--- src/rtl/verinject_memn_injector.sv ---
// Multi-port memory fault injector: XORs stored and live bit flips into read data, remembering faults
// in a circular buffer until their word is rewritten. Optional statistics via VERINJECT_MEM_STATS_EN.
module verinject_memn_injector #(
  parameter int          LEFT       = 0,
  parameter int          RIGHT      = 0,
  parameter int          ADDR_LEFT  = 0,
  parameter int          ADDR_RIGHT = 0,
  parameter int          MEM_LEFT   = 0,
  parameter int          MEM_RIGHT  = 0,
  parameter int unsigned P_START    = 0,
  parameter int          N_RD       = 1,
  parameter int          DEPTH      = 4,
  parameter int          DEPTH_LOG2 = 2,
  localparam int         W  = (LEFT >= RIGHT) ? (LEFT - RIGHT + 1) : (RIGHT - LEFT + 1),
  localparam int         A  = (ADDR_LEFT >= ADDR_RIGHT) ? (ADDR_LEFT - ADDR_RIGHT + 1) : (ADDR_RIGHT - ADDR_LEFT + 1),
  localparam int         CW = DEPTH_LOG2 + 1
) (
  input  logic              clock,
  input  logic              reset,
  input  logic [31:0]       verinject__injector_state,
  input  logic [N_RD*W-1:0] unmodified,
  input  logic [N_RD*A-1:0] read_address,
  output logic [N_RD*W-1:0] modified,
  input  logic              do_write,
  input  logic [A-1:0]      write_address,
  output logic [CW-1:0]     fifo_count,
  output logic              fifo_overflow
`ifdef VERINJECT_MEM_STATS_EN
  ,
  output logic [31:0]       stat_pushes,
  output logic [31:0]       stat_invalidated
`endif
);

  localparam int          MEM_START = (MEM_LEFT <= MEM_RIGHT) ? MEM_LEFT : MEM_RIGHT;
  localparam int          MEM_LEN   = (MEM_LEFT <= MEM_RIGHT) ? (MEM_RIGHT - MEM_LEFT + 1) : (MEM_LEFT - MEM_RIGHT + 1);
  localparam logic [32:0] OWN_LO    = 33'(P_START);
  localparam logic [32:0] OWN_HI    = 33'(P_START) + 33'(MEM_LEN * W);
  localparam logic [31:0] IDX_EMPTY = 32'hFFFF_FFFF;
  localparam logic [31:0] CMD_CLEAR = 32'hFFFF_FFFE;

  // Word bit 0 of the flat bus corresponds to bit number min(LEFT,RIGHT) of the memory word.
  function automatic logic [31:0] word_base(input logic [A-1:0] addr);
    logic [31:0] rel;
    rel = 32'(addr) - 32'(MEM_START);
    return 32'(P_START) + rel * 32'(W);
  endfunction

  function automatic logic in_word(input logic [31:0] idx, input logic [31:0] ws);
    return ({1'b0, idx} >= {1'b0, ws}) && ({1'b0, idx} < ({1'b0, ws} + 33'(W)));
  endfunction

  function automatic logic is_owned(input logic [31:0] idx);
    return ({1'b0, idx} >= OWN_LO) && ({1'b0, idx} < OWN_HI);
  endfunction

  logic [31:0]           slot_q [DEPTH];
  logic [31:0]           slot_d [DEPTH];
  logic [DEPTH_LOG2-1:0] wptr_q;
  logic [DEPTH_LOG2-1:0] wptr_d;
  logic                  ovf_q;
  logic                  ovf_d;
  logic [31:0]           wws_s;
  logic                  clear_s;
  logic                  push_s;
  logic                  cmd_owned_s;
  logic [31:0]           rws_s;
  logic [31:0]           off_s;
  logic [W-1:0]          mask_s;
  logic                  hit_s;

  // Read path: per port, XOR every stored fault plus the live command falling in the addressed word.
  always_comb begin
    modified    = unmodified;
    rws_s       = 32'd0;
    off_s       = 32'd0;
    mask_s      = '0;
    hit_s       = 1'b0;
    cmd_owned_s = is_owned(verinject__injector_state) && (verinject__injector_state != CMD_CLEAR);
    for (int p = 0; p < N_RD; p++) begin
      rws_s  = word_base(read_address[p*A +: A]);
      mask_s = '0;
      for (int s = 0; s < DEPTH; s++) begin
        hit_s = (slot_q[s] != IDX_EMPTY) && in_word(slot_q[s], rws_s);
        off_s = slot_q[s] - rws_s;
        for (int b = 0; b < W; b++) begin
          mask_s[b] = mask_s[b] ^ (hit_s && (off_s == 32'(b)));
        end
      end
      hit_s = cmd_owned_s && in_word(verinject__injector_state, rws_s);
      off_s = verinject__injector_state - rws_s;
      for (int b = 0; b < W; b++) begin
        mask_s[b] = mask_s[b] ^ (hit_s && (off_s == 32'(b)));
      end
      modified[p*W +: W] = unmodified[p*W +: W] ^ mask_s;
    end
  end

  // Buffer next state: invalidate on write first, then clear or push the live command.
  always_comb begin
    slot_d  = slot_q;
    wptr_d  = wptr_q;
    ovf_d   = ovf_q;
    wws_s   = word_base(write_address);
    clear_s = (verinject__injector_state == CMD_CLEAR);
    push_s  = !clear_s && is_owned(verinject__injector_state);
    for (int s = 0; s < DEPTH; s++) begin
      if (do_write && (slot_q[s] != IDX_EMPTY) && in_word(slot_q[s], wws_s)) begin
        slot_d[s] = IDX_EMPTY;
      end else begin
        slot_d[s] = slot_q[s];
      end
    end
    if (clear_s) begin
      for (int s = 0; s < DEPTH; s++) begin
        slot_d[s] = IDX_EMPTY;
      end
      wptr_d = '0;
    end else if (push_s) begin
      ovf_d          = ovf_q | (slot_d[wptr_q] != IDX_EMPTY);
      slot_d[wptr_q] = verinject__injector_state;
      wptr_d         = wptr_q + DEPTH_LOG2'(1);
    end else begin
      wptr_d = wptr_q;
    end
  end

  // Occupancy: popcount of valid slots; slots are never compacted.
  always_comb begin
    fifo_count = '0;
    for (int s = 0; s < DEPTH; s++) begin
      fifo_count = fifo_count + CW'(slot_q[s] != IDX_EMPTY);
    end
  end

  // Buffer state registers with synchronous reset.
  always_ff @(posedge clock) begin
    if (reset) begin
      for (int s = 0; s < DEPTH; s++) begin
        slot_q[s] <= IDX_EMPTY;
      end
      wptr_q <= '0;
      ovf_q  <= 1'b0;
    end else begin
      for (int s = 0; s < DEPTH; s++) begin
        slot_q[s] <= slot_d[s];
      end
      wptr_q <= wptr_d;
      ovf_q  <= ovf_d;
    end
  end

  assign fifo_overflow = ovf_q;

`ifdef VERINJECT_MEM_STATS_EN
  logic [CW-1:0] inval_cnt_s;
  logic [31:0]   stat_pushes_q;
  logic [31:0]   stat_inval_q;

  // Number of valid slots emptied by this cycle's write.
  always_comb begin
    inval_cnt_s = '0;
    for (int s = 0; s < DEPTH; s++) begin
      inval_cnt_s = inval_cnt_s + CW'(do_write && (slot_q[s] != IDX_EMPTY) && in_word(slot_q[s], wws_s));
    end
  end

  // Wrapping statistics counters, cleared only by reset.
  always_ff @(posedge clock) begin
    if (reset) begin
      stat_pushes_q <= 32'd0;
      stat_inval_q  <= 32'd0;
    end else begin
      stat_pushes_q <= stat_pushes_q + 32'(push_s);
      stat_inval_q  <= stat_inval_q + 32'(inval_cnt_s);
    end
  end

  assign stat_pushes      = stat_pushes_q;
  assign stat_invalidated = stat_inval_q;
`endif

endmodule

--- config.mk ---
export PLATFORM = sky130hd
export DESIGN_NAME = verinject_memn_injector
export DESIGN_NICKNAME = d
export VERILOG_FILES = /design/src/rtl/verinject_memn_injector.sv
export SDC_FILE = /design/constraint.sdc
export NUM_CORES = 1
export LEC_CHECK = 0
export CORE_MARGIN = 10
export CORE_UTILIZATION = 40
export CTS_CLUSTER_SIZE = 12
export DETAILED_ROUTE_END_ITERATION = 10
export PLACE_DENSITY = 0.61
export SLEW_MARGIN = 40
export SYNTH_ARGS = -nofsm -noshare
export SYNTH_HDL_FRONTEND = slang
export SYNTH_SLANG_ARGS = --single-unit
export TNS_END_PERCENT = 1
--- constraint.sdc ---
create_clock -name clock -period 3.4 [get_ports clock]
set_clock_uncertainty 0.1 [all_clocks]
set_input_delay 0.68 -clock clock [delete_from_list [all_inputs] [get_ports clock]]
set_output_delay 0.68 -clock clock [all_outputs]
set_load 0.005 [all_outputs]
==> results of run 1 <==
[state kept, by name (all words and copies together), names as in the netlist]
name / cells
slot_q: 128
fifo_overflow: 1
wptr_q: 2
[metrics by stage]
stage	instances	worst slack (ns)	util (%)	hold WS (ns)
2_1_floorplan	643	0.502	-	0.369
3_3_place_gp	854	-0.592	46.8	0.370
3_5_place_dp	854	-0.665	46.8	0.372
4_1_cts	890	-0.0798	52.5	0.389
5_1_grt	890	-0.0821	52.6	0.405
6_report	890	0.0435	52.6	0.388
[path summary, 6_finish.rpt]
path | depth (start not counted) | endpoint | slack, ns
max | 8 | fifo_count[1] | 0.04
min | 1 | fifo_overflow | 0.39
max reg2reg | 7 | slot_q[116] | 1.26
min reg2reg | 1 | fifo_overflow | 0.39
[synthesized netlist by cell type (2+ instances only)]
cell and instances:
clkbuf_1 38, nand2_1 137, nand4_1 50, o21ai_1 5, nand3b_1 2, or4_1 4
or4_4 2, nand2b_1 5, nor2_1 9, xor2_1 3, ha_1 33, dfxtp_1 131
nor3_1 12, o21ai_0 124, inv_1 20, xnor2_1 3, nand3_1 2, nor4_1 40
o2111ai_1 3, nor3_4 2
[area by class of cell]
cell class / count / area [um2] / area share, %
Inverter: 20 / 77.6 / 1.10
Multi-Input combinational cell: 454 / 2750 / 39.2
Timing Repair Buffer: 77 / 688 / 9.80
Clock buffer: 23 / 488 / 6.95
Tap cell: 176 / 220 / 3.14
Clock inverter: 9 / 150 / 2.14
Sequential cell: 131 / 2650 / 37.7
[power groups by stage]
stage / Sequential, uW / Combinational [uW] / Clock (uW)
2_1_floorplan: 1570 / 44.5 / 0
3_5_place_dp: 1570 / 122 / 0
3_3_place_gp: 1570 / 119 / 0
6_report: 1540 / 125 / 1940
5_1_grt: 1530 / 137 / 2050
4_1_cts: 1540 / 125 / 1970
[metal layers]
layer  part of all wire (%)  track usage [%]  up-vias
met2                     49             23.0       70
met1                     46             17.8     2286
met3                    3.3             4.18       22
met4                    1.9             6.62        0
met5                      0                0        -
li1                       -                -     2420
[repair_timing]
| item | in CTS | in global routing |
|---|---|---|
| resized for setup | 54 | 6 |
| pin swaps | 17 | 7 |
| setup buffers | 4 | 0 |
| cloned | 0 | 0 |
| endpoints found under the hold margin | 0 | 0 |
| setup endpoints to repair | 4 | 4 |
[cell families after synthesis]
group / after synthesis / synth area share (%)
XOR/XNOR: 7 / 1.37
flip-flops: 131 / 47.9
AND/OR/NAND/NOR: 271 / 25.1
multiplexers: 1 / 0.183
AO/OA/AOI/OAI: 141 / 13.5
adder cells (fa/ha/maj): 34 / 7.91
buffers and inverters: 58 / 3.98
==> key figures, run 1 <==
Route
  – Vias per inst: 5.39
  – DRC Markers: 0
  – First-pass DRT Iterations: 5
  – Via count: 4798
  – First DRT Iteration DRCs: 349
  – WL per Instance: 14.6 um
  – Routed WL: 13.0 mm
  – Remaining antenna violation count: 0

Setup path
  – Most used cell, CP: ha_1
  – Critical R2R Launch: slot_q[98]
  – CP startpoint kind: register
  – Critical path fanouts, max: 3
  – CP required: 2.62 ns
  – Crit path cell chain: nand4_1 > or4_4 > nor2_4 > fa_1 > inv_1 > ha_1 > ha_1 > buf_2
  – Worst Setup SP: slot_q[23]
  – Max stage delay on crit path: 0.54 ns
  – Crit path DAT: 2.58 ns
  – Crit. End Element: output pin
  – CP bufs+invs: 2
  – CP max stage cell: or4_4
  – Setup Crit Path Kind: reg -> out
  – Kind of cell adding the most delay to the critical path: simple AND/OR/NAND/NOR gates

STA
  – Final worst path period share: 98.7%
  – F_max: 298 MHz
  – Slew @ Worst Pin: 0.523 ns
  – Final setup fails: 0
  – RSZ-0062 raised after global routing: yes
  – Slew Viols, Final: 0
  – Min Tclk post-route: 3.36 ns
  – Hold Vio Cnt, Final: 0
  – Slew headroom: 64.8%
  – TNS Setup: 0 ns

Clock network
  – CTS tree: built
  – Worst-skew pair later-pin latency: 0.42 ns
  – Cts bufs inserted: 17
  – Hold-fix buffers at CTS: 0
  – H-tree depth: 4
  – Maximum clock path buffer count: 2
  – Root buffer cell: clkbuf_16
  – CTS sink cnt: 131
  – Clk slew on worst S/H paths: 0.05 ns

Synthesis
  – Synth area leaders: dfxtp_1 48%, o21ai_0 11%, nand2_1 9.4%
  – Post-synth top flop: dfxtp_1
  – Ys Warns: 0
  – Instance count of the mapped netlist: 643
  – FF+latch count, synth: 131
  – Syn Std Cell Area: 5480 um2
  – Post-synth ARST share: 0%
  – Number of flops mapped to enable cells by yosys: 0
  – Share of Yosys cell area claimed by the top area cell type: 47.9%
  – Cell taking the most area after synthesis: dfxtp_1
  – Mapped Nets: 715
  – Yosys cell types: 38
  – Sequential element share of the synthesized area: 47.9%
  – Syn_area_per_cell: 8.52 um2

Die
  – Core Region: 13300 um2
  – Die extent in x: 137 um
  – Die height: 137 um
  – Cell Rows: 42
  – Top-Level Pins: 43
  – Initial Util: 41.0%
  – DIE AREA: 18800 um2

Cells and area
  – Fill cell count: 1235
  – Layout cells sized above 1: 16.4%
  – Cell area after layout: 7020 um2
  – Fin nets: 773
  – Layout area overhead: 28.3%
  – Ant diodes: 0
  – Most frequent cells in the layout: 137 x nand2_1, 124 x o21ai_0, 110 x dfxtp_1
  – Commonest non-fill, non-tap cell in the layout: nand2_1

Run
  – Maxcap violations: 0

GRT
  – Global Route Usage Sum: 14.5%
  – Initial antenna violation count: 0
  – Number of global-route vias before repair: 4669
  – Grt ovf: 0
  – First-pass GRT wire length: 22.2 mm
  – Largest net degree at the start of global routing: 67

Min path
  – Worst hold path type: reg -> reg
  – Hold_sp: fifo_overflow

Power
  – Sw Ratio: 19.5%
  – Cell Int Power: 2900 uW
  – Net switching power: 701 uW
  – Combinational share of power: 3.5%
  – Flop pwr share: 42.7%
  – Part of the power in the clock network: 53.9%
  – Cell Pwr Density: 513 nW/um2
  – Tot Pwr: 3600 uW
  – Pleak: 0.00285 uW
  – Peak supply drop: 0.000345 V

Placed design
  – DPL Wire Length: 8.78 mm
  – Routability cong.: 0.794
  – Post-DP Area: 6250 um2
  – Input/output buffers: 42

Run status
  – Status: finished clean
(Power assumes the default switching activity.)
==> inputs of run 2 (changes only) <==
--- a/config.mk
+++ b/config.mk
@@ -6,10 +6,10 @@
 export NUM_CORES = 1
 export LEC_CHECK = 0
 export CORE_MARGIN = 10
-export CORE_UTILIZATION = 40
+export CORE_UTILIZATION = 35
 export CTS_CLUSTER_SIZE = 12
 export DETAILED_ROUTE_END_ITERATION = 10
-export PLACE_DENSITY = 0.61
+export PLACE_DENSITY = 0.55
 export SLEW_MARGIN = 40
 export SYNTH_ARGS = -nofsm -noshare
 export SYNTH_HDL_FRONTEND = slang
==> run 2 against run 1 <==
Against the previous run: via count grew 0.42%; register-to-register slack got worse by 0.09 ns; critical path depth did not move; critical path type unchanged; largest cell class unchanged; critical endpoint unchanged; highest routed layer unchanged; maximum frequency shrank 1.1%.
==> key figures, run 2 (same netlist as run 1, synthesis figures left out) <==
Placed design
  – DPL Wire Length: 8.95 mm
  – Routability cong.: 0.799
  – Dpl cells: 896
  – Post-DP Area: 6330 um2
  – Input/output buffers: 42

Die
  – Core Region: 15300 um2
  – Cell Rows: 45
  – Die height: 145 um
  – Die extent in x: 145 um
  – Initial Util: 35.9%
  – DIE AREA: 21000 um2
  – Top-Level Pins: 43

Cells and area
  – Layout area overhead: 28.8%
  – Reg with most FFs: slot_q
  – Commonest non-fill, non-tap cell in the layout: nand2_1
  – Area taken by multi-input logic gates: 2760 um2
  – Cell area after layout: 7050 um2
  – Non-Filler Instances: 932
  – Sequential cell area: 2660 um2
  – Fill cell count: 1485
  – Most frequent cells in the layout: 137 x nand2_1, 124 x o21ai_0, 103 x dfxtp_1
  – Ant diodes: 0
  – Fin nets: 780
  – Layout cells sized above 1: 18.4%
  – Max FFs per register: 128

Power
  – Tot Pwr: 3360 uW
  – Pleak: 0.00283 uW
  – Cell Pwr Density: 477 nW/um2
  – Peak supply drop: 0.000380 V

STA
  – Slew @ Worst Pin: 0.655 ns
  – RSZ-0062 raised after global routing: yes
  – Slew headroom: 56.2%
  – Final worst path period share: 99.8%
  – Min Tclk post-route: 3.39 ns
  – Final setup fails: 0
  – F_max: 295 MHz
  – Slew Viols, Final: 0
  – Hold Vio Cnt, Final: 0

GRT
  – Global Route Usage Sum: 12.5%
  – Number of global-route vias before repair: 4603
  – Grt ovf: 0
  – First-pass GRT wire length: 22.2 mm
  – Initial antenna violation count: 0
  – Largest net degree at the start of global routing: 65

Setup path
  – CP required: 2.62 ns
  – Crit path cell chain: nand4_1 > or4_4 > nor2_4 > fa_1 > inv_1 > ha_2 > ha_4 > buf_6
  – CP max stage cell: or4_4
  – CP startpoint kind: register
  – Critical path fanouts, max: 3
  – Max stage delay on crit path: 0.55 ns
  – Crit. End Element: output pin
  – Setup Crit Path Kind: reg -> out
  – Crit path DAT: 2.61 ns

Clock network
  – Maximum clock path buffer count: 2
  – CTS sink cnt: 131
  – Cts bufs inserted: 17
  – CTS tree: built
  – Hold-fix buffers at CTS: 0
  – Root buffer cell: clkbuf_16
  – H-tree depth: 4
  – Worst-skew pair later-pin latency: 0.42 ns
  – Clk slew on worst S/H paths: 0.06 ns

Route
  – DRC Markers: 0
  – Via count: 4818
  – Vias per inst: 5.17
  – WL per Instance: 14.3 um
  – First DRT Iteration DRCs: 262
  – Routed WL: 13.3 mm
  – Remaining antenna violation count: 0
  – First-pass DRT Iterations: 5

Run
  – Maxcap violations: 0

Min path
  – Worst hold path type: reg -> reg

Run status
  – Status: finished clean
==> run 2: path summary, 6_finish.rpt <==
check	start	endpoint	depth (start not counted)	slack (ns)
max	slot_q[5]	fifo_count[1]	8	0.006
min	fifo_overflow	fifo_overflow	1	0.39
min reg2reg	fifo_overflow	fifo_overflow	1	0.39
max reg2reg	slot_q[125]	slot_q[117]	7	1.17
==> run 2: where the power goes <==
part	total, uW	internal [uW]	switching (uW)
logic	127	63.8	63.1
registers	1540	1540	0.000000179
clock network	1700	1060	645
total	3360	2660	708
==> run 2: per-layer routing <==
metal / vias up / wire length, um / GRT usage [%]
met5: - / 0 / 0
met4: 0 / 258 / 4.70
met3: 27 / 429 / 4.13
met2: 61 / 6260 / 19.4
met1: 2299 / 6370 / 15.8
li1: 2431 / - / -
==> run 2: through the flow <==
stage | setup slack, ns | TNS (ns) | hold slack [ns] | utilization (%)
3_5_place_dp | -0.654 | -0.654 | 0.383 | 41.5
6_report | 0.00552 | 0 | 0.395 | 46.2
2_1_floorplan | 0.502 | 0 | 0.369 | -
3_3_place_gp | -0.632 | -0.632 | 0.378 | 41.5
5_1_grt | -0.122 | -0.236 | 0.406 | 46.2
4_1_cts | -0.0388 | -0.0388 | 0.383 | 45.8
==> run 2: worst max-delay path, delay by kind of cell, from the launching register on <==
kind,cells,cell delay [ns]
and+or+nand+nor,3,0.86
buffers and inverters,2,0.18
DFF,1,0.34
adders and majority gates,3,0.81
==> run 2: area by class of cell <==
class | instances | share of cell area, %
multi-input combinational | 454 | 39.1
sequential | 131 | 37.7
timing repair buffer | 83 | 10.4
clock buffer | 23 | 6.78
tap | 211 | 3.74
clock inverter | 9 | 1.14
inverter | 20 | 1.06
timing repair inverter | 1 | 0.106
==> run 2: timing repair <==
action                                 CTS  global route
gates cloned                             1             0
endpoints found under the hold margin    0             0
setup endpoints to repair                4             4
resized for setup                       47            25
setup buffers                            3             1
pin swaps                               11            11
